### src/rtl/avm_note_writer.sv
`default_nettype none
// ============================================================================
// Module      : avm_note_writer
// Description : Turns note-on / note-off events into Avalon-MM register
//               writes for a 4-voice synth (FREQ, AMP1, AMP0, KEY).
//               Optional KEY readback check enabled by defining the macro
//               AVM_NOTE_WRITER_READBACK_EN (adds RD_KEY state and ERR flag).
// Revision    : 1.0 - initial release
// ============================================================================
module avm_note_writer (
  input  logic        CLK,
  input  logic        RESET_N,
  input  logic        EV_VALID,
  output logic        EV_READY,
  input  logic        EV_ON,
  input  logic [1:0]  EV_VOICE,
  input  logic [6:0]  EV_NOTE,
  input  logic [15:0] EV_AMP1,
  input  logic [15:0] EV_AMP0,
  output logic [5:0]  AVM_ADDR,
  output logic        AVM_WRITE,
  output logic        AVM_READ,
  output logic        AVM_CS,
  output logic [3:0]  AVM_BYTE_EN,
  output logic [31:0] AVM_WRITEDATA,
  input  logic [31:0] AVM_READDATA,
  input  logic        AVM_WAITREQUEST,
  output logic        BUSY,
  output logic [15:0] EV_COUNT,
  output logic        ERR,
  input  logic        CLR_ERR
);

`ifdef AVM_NOTE_WRITER_READBACK_EN
  typedef enum logic [2:0] {
    IDLE   = 3'd0,
    W_FREQ = 3'd1,
    W_AMP1 = 3'd2,
    W_AMP0 = 3'd3,
    W_KEY  = 3'd4,
    RD_KEY = 3'd5
  } state_t;
`else
  typedef enum logic [2:0] {
    IDLE   = 3'd0,
    W_FREQ = 3'd1,
    W_AMP1 = 3'd2,
    W_AMP0 = 3'd3,
    W_KEY  = 3'd4
  } state_t;
`endif

  state_t      state;
  state_t      state_nxt;
  logic        ev_on;
  logic [1:0]  voice;
  logic [6:0]  note;
  logic [15:0] amp1;
  logic [15:0] amp0;
  logic [15:0] ev_cnt;
  logic        accept;
  logic        done;

  assign accept   = EV_VALID && (state == IDLE);
  assign EV_READY = (state == IDLE);
  assign BUSY     = (state != IDLE);
  assign EV_COUNT = ev_cnt;

  // State register; reset drops any event in flight
  always_ff @(posedge CLK or negedge RESET_N) begin
    if (!RESET_N) state <= IDLE;
    else          state <= state_nxt;
  end

  // Capture the whole event on the accepting edge
  always_ff @(posedge CLK or negedge RESET_N) begin
    if (!RESET_N) begin
      ev_on <= 1'b0;
      voice <= 2'd0;
      note  <= 7'd0;
      amp1  <= 16'd0;
      amp0  <= 16'd0;
    end else if (accept) begin
      ev_on <= EV_ON;
      voice <= EV_VOICE;
      note  <= EV_NOTE;
      amp1  <= EV_AMP1;
      amp0  <= EV_AMP0;
    end
  end

  // Next state and bus drive; address/data depend only on state and captured fields
  always_comb begin
    state_nxt     = state;
    AVM_WRITE     = 1'b0;
    AVM_READ      = 1'b0;
    AVM_CS        = 1'b0;
    AVM_BYTE_EN   = 4'h0;
    AVM_ADDR      = 6'd0;
    AVM_WRITEDATA = 32'd0;
    done          = 1'b0;
    case (state)
      IDLE: begin
        if (EV_VALID) state_nxt = EV_ON ? W_FREQ : W_KEY;
      end
      W_FREQ: begin
        AVM_WRITE     = 1'b1;
        AVM_CS        = 1'b1;
        AVM_BYTE_EN   = 4'hF;
        AVM_ADDR      = {3'b101, 1'b0, voice};
        AVM_WRITEDATA = {25'd0, note};
        if (!AVM_WAITREQUEST) state_nxt = W_AMP1;
      end
      W_AMP1: begin
        AVM_WRITE     = 1'b1;
        AVM_CS        = 1'b1;
        AVM_BYTE_EN   = 4'hF;
        AVM_ADDR      = {3'b110, 1'b0, voice};
        AVM_WRITEDATA = {16'd0, amp1};
        if (!AVM_WAITREQUEST) state_nxt = W_AMP0;
      end
      W_AMP0: begin
        AVM_WRITE     = 1'b1;
        AVM_CS        = 1'b1;
        AVM_BYTE_EN   = 4'hF;
        AVM_ADDR      = {3'b111, 1'b0, voice};
        AVM_WRITEDATA = {16'd0, amp0};
        if (!AVM_WAITREQUEST) state_nxt = W_KEY;
      end
      W_KEY: begin
        AVM_WRITE     = 1'b1;
        AVM_CS        = 1'b1;
        AVM_BYTE_EN   = 4'hF;
        AVM_ADDR      = {3'b100, 1'b0, voice};
        AVM_WRITEDATA = {31'd0, ev_on};
        if (!AVM_WAITREQUEST) begin
`ifdef AVM_NOTE_WRITER_READBACK_EN
          state_nxt = RD_KEY;
`else
          state_nxt = IDLE;
          done      = 1'b1;
`endif
        end
      end
`ifdef AVM_NOTE_WRITER_READBACK_EN
      RD_KEY: begin
        AVM_READ    = 1'b1;
        AVM_CS      = 1'b1;
        AVM_BYTE_EN = 4'hF;
        AVM_ADDR    = {3'b100, 1'b0, voice};
        if (!AVM_WAITREQUEST) begin
          state_nxt = IDLE;
          done      = 1'b1;
        end
      end
`endif
      default: state_nxt = IDLE;
    endcase
  end

  // Completed-event counter, wraps naturally at 16 bits
  always_ff @(posedge CLK or negedge RESET_N) begin
    if (!RESET_N)  ev_cnt <= 16'd0;
    else if (done) ev_cnt <= ev_cnt + 16'd1;
  end

`ifdef AVM_NOTE_WRITER_READBACK_EN
  logic err_flag;
  logic rd_mismatch;
  logic unused_rdata;

  assign rd_mismatch  = (state == RD_KEY) && !AVM_WAITREQUEST && (AVM_READDATA[0] != ev_on);
  assign unused_rdata = ^AVM_READDATA[31:1];
  assign ERR          = err_flag;

  // Sticky error flag; a new mismatch beats a simultaneous clear
  always_ff @(posedge CLK or negedge RESET_N) begin
    if (!RESET_N)         err_flag <= 1'b0;
    else if (rd_mismatch) err_flag <= 1'b1;
    else if (CLR_ERR)     err_flag <= 1'b0;
  end
`else
  logic unused_inputs;

  assign unused_inputs = ^{CLR_ERR, AVM_READDATA};
  assign ERR           = 1'b0;
`endif

endmodule
`default_nettype wire

### config.mk
export PLATFORM = sky130hd
export DESIGN_NAME = avm_note_writer
export DESIGN_NICKNAME = d
export VERILOG_FILES = /design/src/rtl/avm_note_writer.sv
export SDC_FILE = /design/constraint.sdc
export NUM_CORES = 1
export LEC_CHECK = 0
export CORE_MARGIN = 4
export CORE_UTILIZATION = 37
export CTS_CLUSTER_SIZE = 16
export DETAILED_ROUTE_END_ITERATION = 12
export GPL_ROUTABILITY_DRIVEN = 0
export PLACE_DENSITY = 0.76
export SYNTH_ARGS = -nofsm -noshare
export SYNTH_HDL_FRONTEND = slang
export SYNTH_SLANG_ARGS = --single-unit
### constraint.sdc
create_clock -name CLK -period 1.8 [get_ports CLK]
set_input_delay 0.27 -clock CLK [delete_from_list [all_inputs] [get_ports CLK]]
set_output_delay 0.27 -clock CLK [all_outputs]
set_load 0.02 [all_outputs]
==> metrics.log, run 1 <==
[metrics] root buffer selected by CTS: sky130_fd_sc_hd__clkbuf_8
[metrics] VDD IR-drop max: 0.876 mV
[metrics] count of input and output buffers: 90
[metrics] critical path startpoint: state[1]$_DFFE_PN0P_
[metrics] cell area after layout: 4400 sq um
[metrics] RR Startpoint: state[1]$_DFFE_PN0P_
[metrics] unrepaired setup endpoints after global routing: yes
[metrics] number of warning messages in the yosys log: 0
[metrics] leakage: 1.97 nW
[metrics] critical path class: reg2reg
[metrics] Area Overhead vs Synth: 47.0%
[metrics] critical path arrival: approximately 2.2 ns
[metrics] part of the total power dissipated in the clock network: between 10 and 15%
[metrics] Worst Slack Setup Final: -0.172 ns
[metrics] netlist area before placement: 2990 sq um
[metrics] number of buffers on the longest clock path: 2
[metrics] biggest cell delay along the critical path: 0.60 ns
[metrics] average instance area after synthesis: 11.6 sq um
[metrics] Pre-Repair DR Iteration Count: 4
[metrics] share of layout cells above drive strength 1: 38.6%
[metrics] highest metal used: met4
[metrics] average vias per placed instance: 4.71
[metrics] Hold Crit Class: in2async
[metrics] Max Fanout on Critical Path: 6
[metrics] Filler Cell Count: roughly 700
[metrics] Total GRT Usage: between 10 and 15%
[metrics] met3 WL: 607 um
[metrics] number of design-rule violations left by the first detailed-router iteration: 52
[metrics] Critical Path Start Type: flip-flop
[metrics] pre-CTS setup slack: -0.419 ns
[metrics] clock net sink count: 61
[metrics] dpl hpwl: 5000 um
[metrics] cells along the critical path: or4b_4, or4_4, buf_4, xnor2_1
[metrics] via total after detailed routing: 2285
[metrics] most common cell in the synthesized netlist: sky130_fd_sc_hd__dfrtp_1
[metrics] wire length on met2: ~3400 um
[metrics] clock latency of the later-clocked register in the worst-skew pair: 0.34 ns
[metrics] vias in the first global route: between 2000 and 2500
[metrics] non-filler instance count after layout: 485
[metrics] sequential group share of total power: 30.2%
[metrics] wire length of the first global-routing pass: ~11000 um
[metrics] Final Hold Violating Endpoints: 0
[metrics] initial antenna violation count: 0
[metrics] largest net degree at the start of global routing: 35
[metrics] switching power: 2.83 mW
[metrics] Synth Flop Type: sky130_fd_sc_hd__dfrtp_1
[metrics] Seq/Total Area, Yosys: 51.1%
[metrics] core area: 7810 sq um
[metrics] share of Yosys cell area claimed by the top area cell type: just over 50%
[metrics] placed instance area: ~4000 sq um
[metrics] Die Span X: 97.9 um
[metrics] number of remaining DRC errors: 0
[metrics] total grt overflow: 0
[metrics] ports placed on the boundary: ~140
[metrics] Max Clock Freq: 507 MHz
[metrics] Final Skew: 0.00829 ns
[metrics] CTS H-Tree Depth: 3
[metrics] Antenna Diode Count: 0
[metrics] post-synthesis sequential element count: 61
[metrics] Async S/R FF share, synth: 100%
[metrics] cts bufs inserted: 9
[metrics] final wirelength: 7090 um
[metrics] overall die height: approximately 98 um
[metrics] Synth area leaders: sky130_fd_sc_hd__dfrtp_1 (51%), sky130_fd_sc_hd__mux2_2 (16%), sky130_fd_sc_hd__buf_4 (6.0%)
[metrics] dominant cell type by area after synthesis: sky130_fd_sc_hd__dfrtp_1
[metrics] max-cap violation count: 0
[metrics] CTS tree: built
[metrics] Antenna Nets Post-Route: 0
[metrics] final slew viol count: 0
[metrics] switching part of the total: 37.8%
[metrics] failing checks: setup timing
[metrics] Yosys cell types: 35
[metrics] internal power: between 4 and 5 mW
[metrics] floorplan die area: 9580 sq um
[metrics] met1 wire length: about 3000 um
[metrics] number of placed cells counting well taps: 455
[metrics] clock slew seen by the registers of the worst setup and hold paths: roughly 0.07 ns
[metrics] Crit path required time: 2.01 ns
[metrics] total setup violations reported at the end of the flow: 20
[metrics] run status: finished, violations left
[metrics] commonest cells in the netlist: sky130_fd_sc_hd__dfrtp_1 (61), sky130_fd_sc_hd__mux2_2 (42), sky130_fd_sc_hd__nor2_1 (31)
[metrics] Crit-path slowest cell: sky130_fd_sc_hd__or4_4
[metrics] Syn Inst Count: 257
[metrics] final hold slack: about 0.48 ns
[metrics] site row count: 32
[metrics] Final #Nets: ~460
[metrics] post-layout minimum cycle time: 1.97 ns
[metrics] Crit. End Element: flip-flop
[metrics] number of synthesized flops with an enable pin: 0
[metrics] initial standard-cell utilization of the core: 38.3%
[metrics] Avg WL per Cell: 14.6 um
[metrics] share of the clock period used by the worst path after layout: 110%
[metrics] total power per unit cell area: 1700 nW/um^2
[metrics] part of the total power dissipated in combinational logic: 55.8%
[path summary, 6_finish.rpt]
| check | to | slack (ns) | cells after the start |
|---|---|---|---|
| max | EV_COUNT[8]$_DFFE_PN0P_ | -0.17 | 4 |
| min | amp0[4]$_DFFE_PN0P_ | 0.48 | 3 |
| max reg2reg | EV_COUNT[8]$_DFFE_PN0P_ | -0.17 | 4 |
| min reg2reg | EV_COUNT[15]$_DFFE_PN0P_ | 0.48 | 1 |
| max in group asynchronous | state[2]$_DFFE_PN0P_ | 0.97 | 3 |
| min in group CLK | EV_COUNT[15]$_DFFE_PN0P_ | 0.48 | 1 |
[worst max-delay path, delay by kind of cell, from the launching register on]
family                    cells  cell delay, ns
and+or+nand+nor               2            1.13
buffers and inverters         1            0.17
DFF                           1            0.44
xor gates and xnor gates      1            0.11
[stage by stage]
| step | power [mW] | utilization, % | setup TNS, ns |
|---|---|---|---|
| after floorplan | 4.58 | - | -8.96 |
| after global placement | 6.00 | 51.7 | -5.34 |
| after detailed placement | 6.09 | 51.7 | -5.73 |
| after CTS | 6.99 | 53.6 | -1.38 |
| after global routing | 7.96 | 56.3 | -3.95 |
| final | 7.47 | 56.3 | -1.53 |
[layer usage]
metal  up-vias  track usage (%)
met1      1108             18.4
met4         0             3.94
li1       1075                -
met5         -                0
met3        13             5.57
met2        89             23.5
[power groups by stage]
stage	registers [mW]	logic (mW)	clock network [mW]
after global placement	2.24	3.76	0
after detailed placement	2.27	3.82	0
after CTS	2.26	3.66	1.07
after floorplan	2.20	2.38	0
final	2.26	4.17	1.05
after global routing	2.34	4.48	1.14
[state kept, by name (all words and copies together), names as in the netlist]
signal and flops:
EV_COUNT 16, amp0 16, amp1 16, note 7
state 3, voice 2, ev_on 1
[final cells by class]
cell class	instances	area (sq um)	share of cell area (%)
flip-flops and latches	61	1530	34.8
clock buffers	11	141	3.22
inverters	5	22.5	0.512
well taps	102	128	2.90
clock inverters	4	25.0	0.569
multi-input cells	173	1350	30.8
repair buffers	129	1200	27.2
[layout by cell type, fill, tap and decap left out, types with 10 or more instances in the layout]
cell type / instances
sky130_fd_sc_hd__nand2_1: 12
sky130_fd_sc_hd__conb_1: 19
sky130_fd_sc_hd__nor2_1: 23
sky130_fd_sc_hd__mux2i_1: 15
sky130_fd_sc_hd__mux2_2: 42
sky130_fd_sc_hd__xnor2_1: 12
sky130_fd_sc_hd__buf_4: 36
sky130_fd_sc_hd__buf_6: 12
sky130_fd_sc_hd__dfrtp_1: 58
sky130_fd_sc_hd__clkdlybuf4s50_1: 60
sky130_fd_sc_hd__buf_2: 13
sky130_fd_sc_hd__clkbuf_8: 10
[what timing repair did]
| item | CTS | global route |
|---|---|---|
| endpoints found under the hold margin | 61 | 0 |
| endpoints found under the setup margin | 35 | 71 |
| cloned | 0 | 3 |
| gates resized for setup | 127 | 43 |
| pin swaps | 6 | 10 |
| hold buffers | 1 | 0 |
| setup buffers | 4 | 8 |
[kinds of logic after synthesis]
group	count (synthesis)	synth area share [%]
compound gates	12	2.47
xor+xnor	16	4.69
fa+ha+maj	1	0.419
buf+inv	41	8.87
flops	61	51.1
mux	58	21.2
other cells	1	0.125
simple gates	67	11.2
Power figures use the tool's default switching activity.
==> run 2, diff against run 1 <==
Settings changed: CORE_ASPECT_RATIO set to 1.1, CTS_CLUSTER_SIZE 16 to unset.
==> run 2 against run 1 <==
The run still ends with setup timing left. Worst hold slack got worse by 0.13 ns. Via count fell by 0.92%. Routed wire length fell by 4.8%. Largest cell class unchanged.
==> metrics.log, run 2 (synthesis results as in run 1) <==
[metrics] run status: finished, violations left
[metrics] failing checks: setup timing
[metrics] Pre-Repair DR Iteration Count: 4 (unchanged)
[metrics] Register-to-Register Path Depth: 4 (unchanged)
[metrics] VDD IR-drop max: 0.835 mV (-4.7%)
[metrics] number of buffers on the longest clock path: 2 (unchanged)
[metrics] root buffer selected by CTS: sky130_fd_sc_hd__clkbuf_8
[metrics] Final Hold Violating Endpoints: 0 (unchanged)
[metrics] critical path arrival: 2.19 ns (about the same)
[metrics] Area Overhead vs Synth: 47.2%
[metrics] critical path class: reg2reg
[metrics] overall die height: 102 um (+4.5%)
[metrics] floorplan die area: 9580 sq um (about the same)
[metrics] Crit. End Element: flip-flop
[metrics] Total GRT Usage: 14.7% (+0.16 points)
[metrics] Hold Crit Class: in2async
[metrics] Final #Nets: 458 (-0.22%)
[metrics] largest net degree at the start of global routing: 28 (-20%)
[metrics] biggest cell delay along the critical path: 0.59 ns (about the same)
[metrics] Antenna Diode Count: 0 (unchanged)
[metrics] via total after detailed routing: 2264 (-0.92%)
[metrics] vias in the first global route: 2381 (+1.4%)
[metrics] number of design-rule violations left by the first detailed-router iteration: 69 (+33%)
[metrics] part of the total power dissipated in combinational logic: 51.5% (-4.3 points)
[metrics] max-cap violation count: 0 (unchanged)
[metrics] share of the clock period used by the worst path after layout: 108% (-2.0 points)
[metrics] sequential group share of total power: 30.0% (-0.2 points)
[metrics] clock net sink count: 61 (unchanged)
[metrics] final wirelength: 6750 um (-4.8%)
[metrics] share of layout cells above drive strength 1: 38.5% (-0.16 points)
[metrics] number of remaining DRC errors: 0 (unchanged)
[metrics] final slew viol count: 0 (unchanged)
[metrics] CTS tree: built
[metrics] clock slew seen by the registers of the worst setup and hold paths: 0.07 ns (about the same)
[metrics] CTS H-Tree Depth: 3 (unchanged)
[metrics] most common library cell in the layout ignoring fill and taps: sky130_fd_sc_hd__clkdlybuf4s50_1
[metrics] initial antenna violation count: 0 (unchanged)
[metrics] part of the total power dissipated in the clock network: 18.5% (+4.5 points)
[metrics] average vias per placed instance: 4.62 (-1.9%)
[metrics] dpl hpwl: 5110 um (+2.3%)
[metrics] Antenna Nets Post-Route: 0 (unchanged)
[metrics] slack of the worst reg-to-reg path: -0.14 ns (+0.04 ns)
[metrics] ports placed on the boundary: 143 (unchanged)
[metrics] core area: 7910 sq um (+1.3%)
[metrics] Worst Slack Setup Final: -0.136 ns (+0.0353 ns)
[metrics] clock latency of the later-clocked register in the worst-skew pair: 0.33 ns (about the same)
[metrics] total setup violations reported at the end of the flow: 60 (+200%)
[metrics] Die Span X: 93.7 um (-4.3%)
[metrics] post-layout minimum cycle time: 1.94 ns (-0.0353 ns)
[metrics] site row count: 34 (+6.3%)
[metrics] switching power: 2.76 mW (-2.4%)
[metrics] switching part of the total: 36.4% (-1.4 points)
[metrics] leakage: 1.96 nW (-0.68%)
[metrics] commonest cells after routing, fill and taps aside: sky130_fd_sc_hd__clkdlybuf4s50_1 (60), sky130_fd_sc_hd__dfrtp_1 (59), sky130_fd_sc_hd__mux2_2 (42)
[metrics] total grt overflow: 0 (unchanged)
[metrics] Avg WL per Cell: 13.8 um (-5.8%)
[metrics] total power per unit cell area: 1720 nW/um^2 (+1.2%)
[metrics] Crit path required time: 2.05 ns (+0.04 ns)
[metrics] initial standard-cell utilization of the core: 37.8% (-0.51 points)
[metrics] Max Clock Freq: 516 MHz (+1.8%)
[metrics] Critical Path Start Type: flip-flop
[metrics] wire length of the first global-routing pass: 11100 um (-2.1%)
[metrics] cts bufs inserted: 9 (unchanged)
[metrics] PnR Total Power: 7.57 mW (+1.3%)
[metrics] internal power: 4.81 mW (+3.5%)
[metrics] Final Skew: 0.00889 ns (+0.000605 ns)
[metrics] unrepaired setup endpoints after global routing: yes
[metrics] Crit-path slowest cell: sky130_fd_sc_hd__or4_4
[metrics] final hold slack: 0.347 ns (-0.132 ns)
[metrics] cells along the critical path: or4b_4, or4_4, nor3_2, xor2_1
[metrics] count of input and output buffers: 90 (unchanged)
[metrics] Max Fanout on Critical Path: 5 (-1)
## run 2: changes by cell type in the layout (fill, tap and decap cells not counted), sizes merged
cell / change
clkinv: -2
clkbuf: +5
bufinv: +2
buf: -5
clkinvlp: -1
## run 2: what timing repair did
item	CTS	global route
hold buffers	1	0
hold endpoints to repair	9	0
pin swaps	2	3
buffers inserted	2	5
gates cloned	0	2
setup endpoints to repair	49	70
gates resized for setup	88	61
## run 2: worst paths after layout
kind	from	endpoint
min in group CLK	EV_COUNT[15]$_DFFE_PN0P_	EV_COUNT[15]$_DFFE_PN0P_
hold reg to reg	EV_COUNT[15]$_DFFE_PN0P_	EV_COUNT[15]$_DFFE_PN0P_
hold / removal	RESET_N	amp0[4]$_DFFE_PN0P_
setup reg to reg	state[1]$_DFFE_PN0P_	EV_COUNT[14]$_DFFE_PN0P_
setup / recovery	state[1]$_DFFE_PN0P_	EV_COUNT[14]$_DFFE_PN0P_
max in group asynchronous	RESET_N	state[1]$_DFFE_PN0P_
## run 2: metal layers
metal / GRT usage, % / up-vias / part of all wire [%]
met5: 0 / - / 0
met4: 7.67 / 0 / 2.7
met3: 5.30 / 15 / 8.7
met2: 23.8 / 84 / 48
met1: 17.3 / 1092 / 40
li1: - / 1073 / -
## run 2: through the flow
| step | std cells | util (%) | setup TNS, ns | cell area, sq um | setup slack [ns] |
|---|---|---|---|---|---|
| floorplan | 275 | - | -8.96 | 3060 | -0.228 |
| global placement | 465 | 51.6 | -5.11 | 4080 | -0.335 |
| detailed placement | 465 | 51.6 | -5.53 | 4080 | -0.371 |
| CTS | 483 | 54.2 | -2.67 | 4290 | -0.226 |
| global route | 490 | 55.6 | -8.00 | 4400 | -0.205 |
| finish | 490 | 55.6 | -2.84 | 4400 | -0.136 |
## run 2: layout make-up
| class | instances | area [sq um] |
|---|---|---|
| tap | 108 | 135 |
| sequential | 61 | 1530 |
| clock buffer | 12 | 165 |
| inverter | 5 | 22.5 |
| fill | 690 | 3510 |
| multi-input combinational | 173 | 1350 |
| clock inverter | 3 | 67.6 |
| timing repair buffer | 128 | 1130 |
## run 2: power groups by stage
stage | Sequential [mW] | Clock (mW) | Combinational [mW]
after floorplan | 2.20 | 0 | 2.38
after global placement | 2.23 | 0 | 3.79
after detailed placement | 2.26 | 0 | 3.87
after CTS | 2.25 | 1.44 | 3.59
after global routing | 2.35 | 1.50 | 4.22
final | 2.27 | 1.40 | 3.90
## run 2: critical path, delay by kind of cell, from the launching register on
kind	cells	cell delay (ns)
AND/OR/NAND/NOR	3	1.27
flip-flops	1	0.45
XOR/XNOR	1	0.15
==> run 3, diff against run 2 <==
Settings changed: CTS_BUF_LIST set to sky130_fd_sc_hd__clkbuf_4 sky130_fd_sc_hd__clkbuf_8 sky130_fd_sc_hd__clkbuf_16.
==> results of run 3 <==
The final DEF is identical to that of run 2; final timing and power are the same.
